[config.mk]
export PLATFORM = sky130hd
export DESIGN_NAME = mem_arbiter_flat
export DESIGN_NICKNAME = d
export VERILOG_FILES = /design/src/rtl/mem_arbiter_if.sv /design/src/rtl/mem_arbiter.sv /design/src/flat_wrapper.sv
export SDC_FILE = /design/constraint.sdc
export NUM_CORES = 1
export LEC_CHECK = 0
export ABC_AREA = 1
export BUFFER_PORTS_ARGS = -buffer_cell sky130_fd_sc_hd__buf_2
export CORE_MARGIN = 8
export CORE_UTILIZATION = 25
export CTS_BUF_LIST = sky130_fd_sc_hd__clkbuf_2
export DETAILED_ROUTE_END_ITERATION = 10
export PLACE_DENSITY = 0.58
export REMOVE_ABC_BUFFERS = 1
export SETUP_SLACK_MARGIN = 0.1
export SYNTH_ARGS = -nofsm -noshare
export SYNTH_HDL_FRONTEND = slang
export SYNTH_SLANG_ARGS = --single-unit
[constraint.sdc]
create_clock -name clk -period 3.8 [get_ports clk]
set_input_delay 0.76 -clock clk [delete_from_list [all_inputs] [get_ports clk]]
set_output_delay 0.76 -clock clk [all_outputs]
set_load 0.01 [all_outputs]
[src/rtl/mem_arbiter_if.sv]
// Bundles the fetch port, the load/store port and the memory-controller bus of mem_arbiter.
// slave is the arbiter's view; master is the view of the requesters and the memory controller.
interface mem_arbiter_if;
  logic [31:0] if_addr;
  logic        if_req;
  logic [31:0] if_rdata;
  logic        if_ready;
  logic        if_err;

  logic [31:0] d_addr;
  logic        d_read_valid;
  logic        d_write_valid;
  logic [31:0] d_wdata;
  logic [1:0]  d_width;
  logic [31:0] d_rdata;
  logic        d_ready;
  logic        d_err;

  logic [31:0] mem_addr;
  logic        mem_read_valid;
  logic        mem_write_valid;
  logic [31:0] mem_write_data;
  logic [1:0]  mem_width;
  logic [31:0] mem_read_data;
  logic        mem_ready;

  modport slave (
    input  if_addr, if_req, d_addr, d_read_valid, d_write_valid, d_wdata, d_width,
           mem_read_data, mem_ready,
    output if_rdata, if_ready, if_err, d_rdata, d_ready, d_err,
           mem_addr, mem_read_valid, mem_write_valid, mem_write_data, mem_width
  );

  modport master (
    output if_addr, if_req, d_addr, d_read_valid, d_write_valid, d_wdata, d_width,
           mem_read_data, mem_ready,
    input  if_rdata, if_ready, if_err, d_rdata, d_ready, d_err,
           mem_addr, mem_read_valid, mem_write_valid, mem_write_data, mem_width
  );
endinterface

[src/rtl/mem_arbiter.sv]
// Two-port (fetch / load-store) arbiter driving a registered request onto the memory bus.
// Define MEM_ARB_RR_EN for round-robin tie-breaking; otherwise the data port wins ties.
module mem_arbiter #(
  parameter int TIMEOUT = 64,
  parameter int CNT_W   = 7
) (
  input  logic         clk,
  input  logic         rst,
  mem_arbiter_if.slave bus
);
  typedef enum logic [1:0] {IDLE = 2'd0, BUSY = 2'd1, RESP = 2'd2} state_t;

  state_t           state_q, state_d;
  logic [CNT_W-1:0] cnt_q, cnt_d;
  logic             owner_q, owner_d;
  logic [31:0]      mem_addr_q, mem_addr_d;
  logic [31:0]      mem_wdata_q, mem_wdata_d;
  logic [1:0]       mem_width_q, mem_width_d;
  logic             mem_rv_q, mem_rv_d;
  logic             mem_wv_q, mem_wv_d;
  logic [31:0]      if_rdata_q, if_rdata_d;
  logic [31:0]      d_rdata_q, d_rdata_d;
  logic             if_ready_q, if_ready_d, if_err_q, if_err_d;
  logic             d_ready_q, d_ready_d, d_err_q, d_err_d;

  logic if_pend, d_pend, any_pend, grant_d, timed_out, done;

  assign if_pend   = bus.if_req;
  assign d_pend    = bus.d_read_valid | bus.d_write_valid;
  assign any_pend  = if_pend | d_pend;
  assign timed_out = (cnt_q == CNT_W'(TIMEOUT - 1));
  assign done      = bus.mem_ready | timed_out;

`ifdef MEM_ARB_RR_EN
  // Set when the most recent grant went to the data port; a tie goes to the other port.
  logic last_d_q;
  assign grant_d = d_pend & (~if_pend | ~last_d_q);

  always_ff @(posedge clk) begin
    if (!rst) begin
      last_d_q <= 1'b0;
    end else if (state_q == IDLE && any_pend) begin
      last_d_q <= grant_d;
    end
  end
`else
  assign grant_d = d_pend;
`endif

  always_ff @(posedge clk) begin
    if (!rst) begin
      state_q <= IDLE;
    end else begin
      state_q <= state_d;
    end
  end

  always_comb begin
    state_d = state_q;
    case (state_q)
      IDLE:    if (any_pend) state_d = BUSY;
      BUSY:    if (done) state_d = RESP;
      RESP:    state_d = IDLE;
      default: state_d = IDLE;
    endcase
  end

  always_comb begin
    cnt_d       = cnt_q;
    owner_d     = owner_q;
    mem_addr_d  = mem_addr_q;
    mem_wdata_d = mem_wdata_q;
    mem_width_d = mem_width_q;
    mem_rv_d    = mem_rv_q;
    mem_wv_d    = mem_wv_q;
    if_rdata_d  = if_rdata_q;
    d_rdata_d   = d_rdata_q;
    if_ready_d  = 1'b0;
    if_err_d    = 1'b0;
    d_ready_d   = 1'b0;
    d_err_d     = 1'b0;
    case (state_q)
      IDLE: begin
        if (any_pend) begin
          owner_d = grant_d;
          cnt_d   = '0;
          if (grant_d) begin
            mem_addr_d  = bus.d_addr;
            mem_wdata_d = bus.d_wdata;
            mem_width_d = bus.d_width;
            mem_rv_d    = bus.d_read_valid;
            mem_wv_d    = ~bus.d_read_valid;
          end else begin
            mem_addr_d  = bus.if_addr;
            mem_wdata_d = '0;
            mem_width_d = 2'd2;
            mem_rv_d    = 1'b1;
            mem_wv_d    = 1'b0;
          end
        end
      end
      BUSY: begin
        cnt_d = cnt_q + CNT_W'(1);
        // mem_ready takes precedence over an expiring timeout in the same cycle
        if (done) begin
          mem_rv_d = 1'b0;
          mem_wv_d = 1'b0;
          if (owner_q) begin
            d_ready_d = 1'b1;
            d_err_d   = ~bus.mem_ready;
            d_rdata_d = bus.mem_ready ? bus.mem_read_data : '0;
          end else begin
            if_ready_d = 1'b1;
            if_err_d   = ~bus.mem_ready;
            if_rdata_d = bus.mem_ready ? bus.mem_read_data : '0;
          end
        end
      end
      default: ;
    endcase
  end

  always_ff @(posedge clk) begin
    if (!rst) begin
      cnt_q       <= '0;
      owner_q     <= 1'b0;
      mem_addr_q  <= '0;
      mem_wdata_q <= '0;
      mem_width_q <= '0;
      mem_rv_q    <= 1'b0;
      mem_wv_q    <= 1'b0;
      if_rdata_q  <= '0;
      d_rdata_q   <= '0;
      if_ready_q  <= 1'b0;
      if_err_q    <= 1'b0;
      d_ready_q   <= 1'b0;
      d_err_q     <= 1'b0;
    end else begin
      cnt_q       <= cnt_d;
      owner_q     <= owner_d;
      mem_addr_q  <= mem_addr_d;
      mem_wdata_q <= mem_wdata_d;
      mem_width_q <= mem_width_d;
      mem_rv_q    <= mem_rv_d;
      mem_wv_q    <= mem_wv_d;
      if_rdata_q  <= if_rdata_d;
      d_rdata_q   <= d_rdata_d;
      if_ready_q  <= if_ready_d;
      if_err_q    <= if_err_d;
      d_ready_q   <= d_ready_d;
      d_err_q     <= d_err_d;
    end
  end

  assign bus.mem_addr        = mem_addr_q;
  assign bus.mem_write_data  = mem_wdata_q;
  assign bus.mem_width       = mem_width_q;
  assign bus.mem_read_valid  = mem_rv_q;
  assign bus.mem_write_valid = mem_wv_q;
  assign bus.if_rdata        = if_rdata_q;
  assign bus.if_ready        = if_ready_q;
  assign bus.if_err          = if_err_q;
  assign bus.d_rdata         = d_rdata_q;
  assign bus.d_ready         = d_ready_q;
  assign bus.d_err           = d_err_q;
endmodule
[src/flat_wrapper.sv]
// flat-port wrapper written by rule: the top's interface ports become plain ports
module mem_arbiter_flat 
#(
  parameter int TIMEOUT = 64,
  parameter int CNT_W   = 7
)
  (clk, rst, bus_if_addr, bus_if_req, bus_d_addr, bus_d_read_valid, bus_d_write_valid, bus_d_wdata, bus_d_width, bus_mem_read_data, bus_mem_ready, bus_if_rdata, bus_if_ready, bus_if_err, bus_d_rdata, bus_d_ready, bus_d_err, bus_mem_addr, bus_mem_read_valid, bus_mem_write_valid, bus_mem_write_data, bus_mem_width);
  mem_arbiter_if bus_i ();
  input  logic clk;
  input  logic rst;
  input wire logic [$bits(bus_i.if_addr)-1:0] bus_if_addr;
  input wire logic [$bits(bus_i.if_req)-1:0] bus_if_req;
  input wire logic [$bits(bus_i.d_addr)-1:0] bus_d_addr;
  input wire logic [$bits(bus_i.d_read_valid)-1:0] bus_d_read_valid;
  input wire logic [$bits(bus_i.d_write_valid)-1:0] bus_d_write_valid;
  input wire logic [$bits(bus_i.d_wdata)-1:0] bus_d_wdata;
  input wire logic [$bits(bus_i.d_width)-1:0] bus_d_width;
  input wire logic [$bits(bus_i.mem_read_data)-1:0] bus_mem_read_data;
  input wire logic [$bits(bus_i.mem_ready)-1:0] bus_mem_ready;
  output wire logic [$bits(bus_i.if_rdata)-1:0] bus_if_rdata;
  output wire logic [$bits(bus_i.if_ready)-1:0] bus_if_ready;
  output wire logic [$bits(bus_i.if_err)-1:0] bus_if_err;
  output wire logic [$bits(bus_i.d_rdata)-1:0] bus_d_rdata;
  output wire logic [$bits(bus_i.d_ready)-1:0] bus_d_ready;
  output wire logic [$bits(bus_i.d_err)-1:0] bus_d_err;
  output wire logic [$bits(bus_i.mem_addr)-1:0] bus_mem_addr;
  output wire logic [$bits(bus_i.mem_read_valid)-1:0] bus_mem_read_valid;
  output wire logic [$bits(bus_i.mem_write_valid)-1:0] bus_mem_write_valid;
  output wire logic [$bits(bus_i.mem_write_data)-1:0] bus_mem_write_data;
  output wire logic [$bits(bus_i.mem_width)-1:0] bus_mem_width;
  assign bus_i.if_addr = bus_if_addr;
  assign bus_i.if_req = bus_if_req;
  assign bus_i.d_addr = bus_d_addr;
  assign bus_i.d_read_valid = bus_d_read_valid;
  assign bus_i.d_write_valid = bus_d_write_valid;
  assign bus_i.d_wdata = bus_d_wdata;
  assign bus_i.d_width = bus_d_width;
  assign bus_i.mem_read_data = bus_mem_read_data;
  assign bus_i.mem_ready = bus_mem_ready;
  assign bus_if_rdata = bus_i.if_rdata;
  assign bus_if_ready = bus_i.if_ready;
  assign bus_if_err = bus_i.if_err;
  assign bus_d_rdata = bus_i.d_rdata;
  assign bus_d_ready = bus_i.d_ready;
  assign bus_d_err = bus_i.d_err;
  assign bus_mem_addr = bus_i.mem_addr;
  assign bus_mem_read_valid = bus_i.mem_read_valid;
  assign bus_mem_write_valid = bus_i.mem_write_valid;
  assign bus_mem_write_data = bus_i.mem_write_data;
  assign bus_mem_width = bus_i.mem_width;
  mem_arbiter #(.TIMEOUT(TIMEOUT), .CNT_W(CNT_W)) u_core (.clk(clk), .rst(rst), .bus(bus_i));
endmodule
; ---- Word-level counts from Yosys, hierarchy flattened
; Index checks and enable logic that the tools add are counted.
[totals]
register_bits = 146
latch_bits = 0
ramBits = 0
mem_bits_ro = 0
output_inout_bits = 136
word_cells = 57
mem_count = 0
[op_classes]
n_addsub = 1
n_mul = 0
div_mod_pow = 0
order_cmp = 0
eq_ne = 4
n_shift = 0
mux = 18
bitwise_logic = 9
reduce_logical = 11
[ops]
columns = cell, n
row1 = 32-bit 2-to-1 mux, 3
row2 = 7-bit case mux with 2 select lines, 1
row3 = 3-bit AND reduction, 4
row4 = 7-bit by 1-bit adder with 7-bit output (second input constant), 1
row5 = 7-bit by 6-bit == test with 1-bit output (second input constant), 1
row6 = 1-bit 2-to-1 mux, 7
row7 = 7-bit 2-to-1 mux, 1
row8 = 2-bit 2-to-1 mux, 3
row9 = 1-bit inverter, 6
row10 = 2-bit AND reduction, 3
row11 = 2-bit by 1-bit inequality test with 1-bit output (second input constant), 2
row12 = 1-bit case mux with 2 select lines, 2
row13 = 2-bit case mux with 2 select lines, 1
row14 = 4-bit AND reduction, 1
row15 = 4-bit OR reduction, 1
row16 = 1-bit bitwise OR, 3
row17 = 2-bit by 1-bit == test with 1-bit output (second input constant), 1
row18 = 2-bit zero test, 1
row19 = 2-bit nonzero test, 1

; ---- Depth between registers and ports, before layout
[logic_depth]
depth_word = 4
mapped_depth = 10
depth_no_buf = 9

; ---- Worst setup path before layout
; OpenSTA, ideal clock, no wires.
[synth_timing]
path_type = input port to flip-flop
from = in bus_mem_ready
to = reg u_core.if_rdata_q[0], in the netlist u_core.bus.if_rdata[0]
setup_time_ns = 0.132
t_arrival_ns = 1.656
required_time_ns = 3.668
setup_slack_ns = 2.012
path_stages = 8
n_path_buf = 3
path_cell_list = clkbuf_1 inv_1 nand2_2 buf_6 nand2_2 buf_2 nand2_1 a21oi_1
[synth_via]
elab_chain_cells = 2
word_cells_on_any_way = 3
classes_between = mux: 1 / bitwise: 1 / reduce/logical: 1
[synth_rtl]
columns = element, line_no
row1 = "start, declared", flat_wrapper.sv:19  ; input wire logic [$bits(bus_i.mem_ready)-1:0] bus_mem_ready;
row2 = 1-bit bitwise OR, mem_arbiter.sv:32  ; assign done = bus.mem_ready | timed_out;
row3 = 3-bit AND reduction (no line), -
row4 = "end signal, assigned", mem_arbiter.sv:146  ; if_rdata_q <= if_rdata_d;
row5 = "end, declared", mem_arbiter.sv:21  ; logic [31:0] if_rdata_q, if_rdata_d;
; Parallel ways exist; a longest one is shown, timed or not.
; A chain may end at the register's enable or synchronous reset.

; ---- Worst setup path in the final report
[layout_timing]
from = reg u_core.cnt_q[0]
to = reg u_core.d_rdata_q[18], in the netlist u_core.bus.d_rdata[18]
[layout_via]
elab_chain_cells = 3
[layout_rtl]
columns = element, line_no
row1 = "start, declared", mem_arbiter.sv:14  ; logic [CNT_W-1:0] cnt_q, cnt_d;
row2 = "start signal, assigned", mem_arbiter.sv:139  ; cnt_q <= cnt_d;
row3 = 7-bit by 6-bit == test with 1-bit output, mem_arbiter.sv:31  ; assign timed_out = (cnt_q == CNT_W'(TIMEOUT - 1));
row4 = 1-bit bitwise OR, mem_arbiter.sv:32
row5 = 3-bit AND reduction (no line), -
row6 = "end signal, assigned", mem_arbiter.sv:147  ; d_rdata_q <= d_rdata_d;
row7 = "end, declared", mem_arbiter.sv:22  ; logic [31:0] d_rdata_q, d_rdata_d;
; No other way between the ends.

==> key figures <==
Setup path
  • Critical Path AT: 2.98 ns
  • CP Class: reg2reg
  • CP Max Fanout: 63
  • Setup crit start kind: flip-flop
  • Kind of end point of the critical path: flip-flop
  • Critical Path RT: between 4 and 5 ns

Clocking
  • Post-CTS Resized: 0
  • CTS tree: built
  • H-tree depth: 4
  • Hold buffers post-CTS: 0
  • Root buffer cell: clkbuf_2
  • Max Buffers Root-to-Sink: 2
  • Clock latency on the worst-skew pair: 0.68 ns
  • Clock transition at the registers of the reported paths: 0.22 ns
  • Num CTS Buffers: 17
  • Clk sinks: 146
  • Post-CTS Repair Setup Buffers: 0

Die
  • Die height: 172 um
  • Io pins: 272
  • Initial core utilization: between 20% and 30%
  • Core area: 24,100 um2
  • Num rows: 57
  • Die width: 172 um
  • DIE AREA: 29,600 um2

Final layout
  • Final Core Density: approximately a third
  • Layout Nets: ~1,200
  • Layout area overhead: 30.1%
  • Finished Layout Cells: 1,410
  • Share of cells above drive strength 1: 29.6%
  • Post-route cell area: 7920 um2

STA
  • Setup violators final: 0
  • Setup TNS: 0 ns
  • Clock Skews: 0.0315 ns
  • Min Tclk post-route: 2.36 ns
  • Fin. max-slew vios: 0
  • Crit share post-route: 62.1%
  • Slew @ Worst Pin: 0.823 ns
  • Hold slack: just under 0.3 ns
  • Setup ws final: roughly 1.4 ns
  • RSZ-0062 raised after global routing: no
  • Final hold viol count: 0
  • Maximum achievable frequency: roughly 420 MHz
  • Slew Limit Headroom: between 40 and 50%

Synthesis
  • Main area contributors after synthesis: dfxtp_1 (48%), nand2_1 (15%), a21oi_1 (6.0%)
  • Synth warnings: 0
  • Seq/Total Area, Yosys: 48.0%
  • Synth top area share: 48.0%
  • Post-Synthesis Cells: approximately 830
  • Async S/R FF share, synth: 0%
  • Main flop type after synthesis: dfxtp_1
  • Post-synth EDFFs: 0
  • Post-synthesis cell type count: 23
  • Synth area leader: dfxtp_1
  • Post-Syn Area: 6090 um2
  • Most common cell in the netlist: nand2_1
  • FF+latch count, synth: 146
  • Post-Syn Area per Cell: 7.31 um2
  • Top post-synthesis cells by count: nand2_1 (247), dfxtp_1 (146), inv_1 (77)

Drt
  • DRC viols: 0
  • 1st-pass router iterations: 4
  • Metal-1 WL: 9320 um
  • Top routing layer used: met4
  • Iter 0 DRT Violations: 354
  • DR vias: 6,191
  • Metal2 WL: 9080 um
  • Met3 WL: 2480 um
  • Routed vias/inst: 4.39
  • DRT antenna net count: 0
  • Drt wl/cell: 14.9 um
  • Final Routed Wirelength: 21,100 um

Power and ir drop
  • NetSw: ~1.1 mW
  • Leak pwr: 4.29 nW
  • Max IR drop VDD: 0.000193 V
  • Switching Fraction: 30.5%
  • Comb pwr share: around a fifth
  • Power Density: 435 nW/um2
  • Share of total power in the clock network: 31.3%
  • Cell-internal power: 2.39 mW
  • Seq pwr share: about 50%
  • Power Total: 3.45 mW

Placement
  • RD Place Congestion: 0.785
  • Area after DPL: ~7600 um2
  • Pre-CTS setup slack: 1.38 ns
  • Dpl cells: 1,379
  • Hpwl dp: 15,000 um
  • Port buffer count: approximately 270

Global route
  • Vias in the first global route: 6,142
  • Largest net degree at the start of global routing: 73
  • First-pass GRT wire length: 32,300 um
  • Initial antenna violation count: 1
  • Total global routing overflow: 0
  • GRT Overall Usage: between 10 and 15%

Run status
  • Status: finished clean

Job
  • Max-cap viol count: 0

Worst hold path
  • Hold Crit Class: in2reg
## per-layer routing
metal,vias to the layer above,global-route usage (%)
li1,3124,-
met1,2800,17.0
met2,255,21.6
met3,12,6.37
met4,0,3.45
met5,-,0
## path summary, 6_finish.rpt
kind                                startpoint                      endpoint  slack, ns  depth (start not counted)
setup / recovery               u_core.cnt_q[0]        u_core.bus.d_rdata[18]       1.44                          9
hold / removal                  bus_d_wdata[3]  u_core.bus.mem_write_data[3]       0.29                          3
setup reg to reg               u_core.cnt_q[0]        u_core.bus.d_rdata[18]       1.44                          9
hold reg to reg   u_core.bus.mem_write_data[9]  u_core.bus.mem_write_data[9]       0.48                          2
## critical path, stage by stage (launching register included)
cell and delay, ns:
dfxtp_1 0.42, ha_1 0.20, nand2_1 0.08, nor2_1 0.14, nand2_1 0.09, nand2_2 0.31
nand3_4 0.61, nand2_1 0.24, nand2_1 0.09, nor2_1 0.13
## power by group through the flow
stage / Sequential, mW / Combinational [mW] / Clock [mW]
finish: 1.71 / 0.657 / 1.08
global route: 1.73 / 0.738 / 1.20
CTS: 1.71 / 0.670 / 1.13
detailed placement: 1.74 / 0.668 / 0
global placement: 1.74 / 0.665 / 0
floorplan: 1.78 / 0.285 / 0
## cell type report
| class | count | area [um2] |
|---|---|---|
| multi-input cells | 549 | 2570 |
| flip-flops and latches | 146 | 2920 |
| repair buffers | 281 | 1440 |
| diodes | 1 | 2.50 |
| well taps | 324 | 405 |
| clock buffers | 20 | 100 |
| fillers | 2672 | 16200 |
| clock inverters | 10 | 184 |
| inverters | 79 | 297 |
## sequential cells by signal, summed over array words and instances, names as in the netlist, 2 cells and up
| register | count |
|---|---|
| u_core.bus.d_rdata | 32 |
| u_core.bus.if_rdata | 32 |
| u_core.bus.mem_write_data | 32 |
| u_core.state_q | 2 |
| u_core.cnt_q | 7 |
| u_core.bus.mem_addr | 32 |
| u_core.bus.mem_width | 2 |
## layout by cell type, fill, tap and decap left out, drive strengths merged
master	netlist	final
o21ai	40	40
o211a	32	32
inv	79	80
nand3b	1	1
a21oi	73	73
bufinv	0	5
nand2	250	250
clkbuf	32	20
diode	0	1
ha	1	1
dfxtp	146	146
o22ai	1	1
clkinv	0	3
nand3	67	67
buf	27	281
nand4	5	5
nor2	78	78
clkinvlp	0	1
and2	1	1
## logic make-up after synthesis
kind of cell	after synthesis	synth area share (%)
DFF	146	48.0
and+or+nand+nor	402	27.3
buffers and inverters	138	9.84
AOI/OAI and AO/OA	146	14.6
adders and majority gates	1	0.205
(Power assumes the default switching activity.)
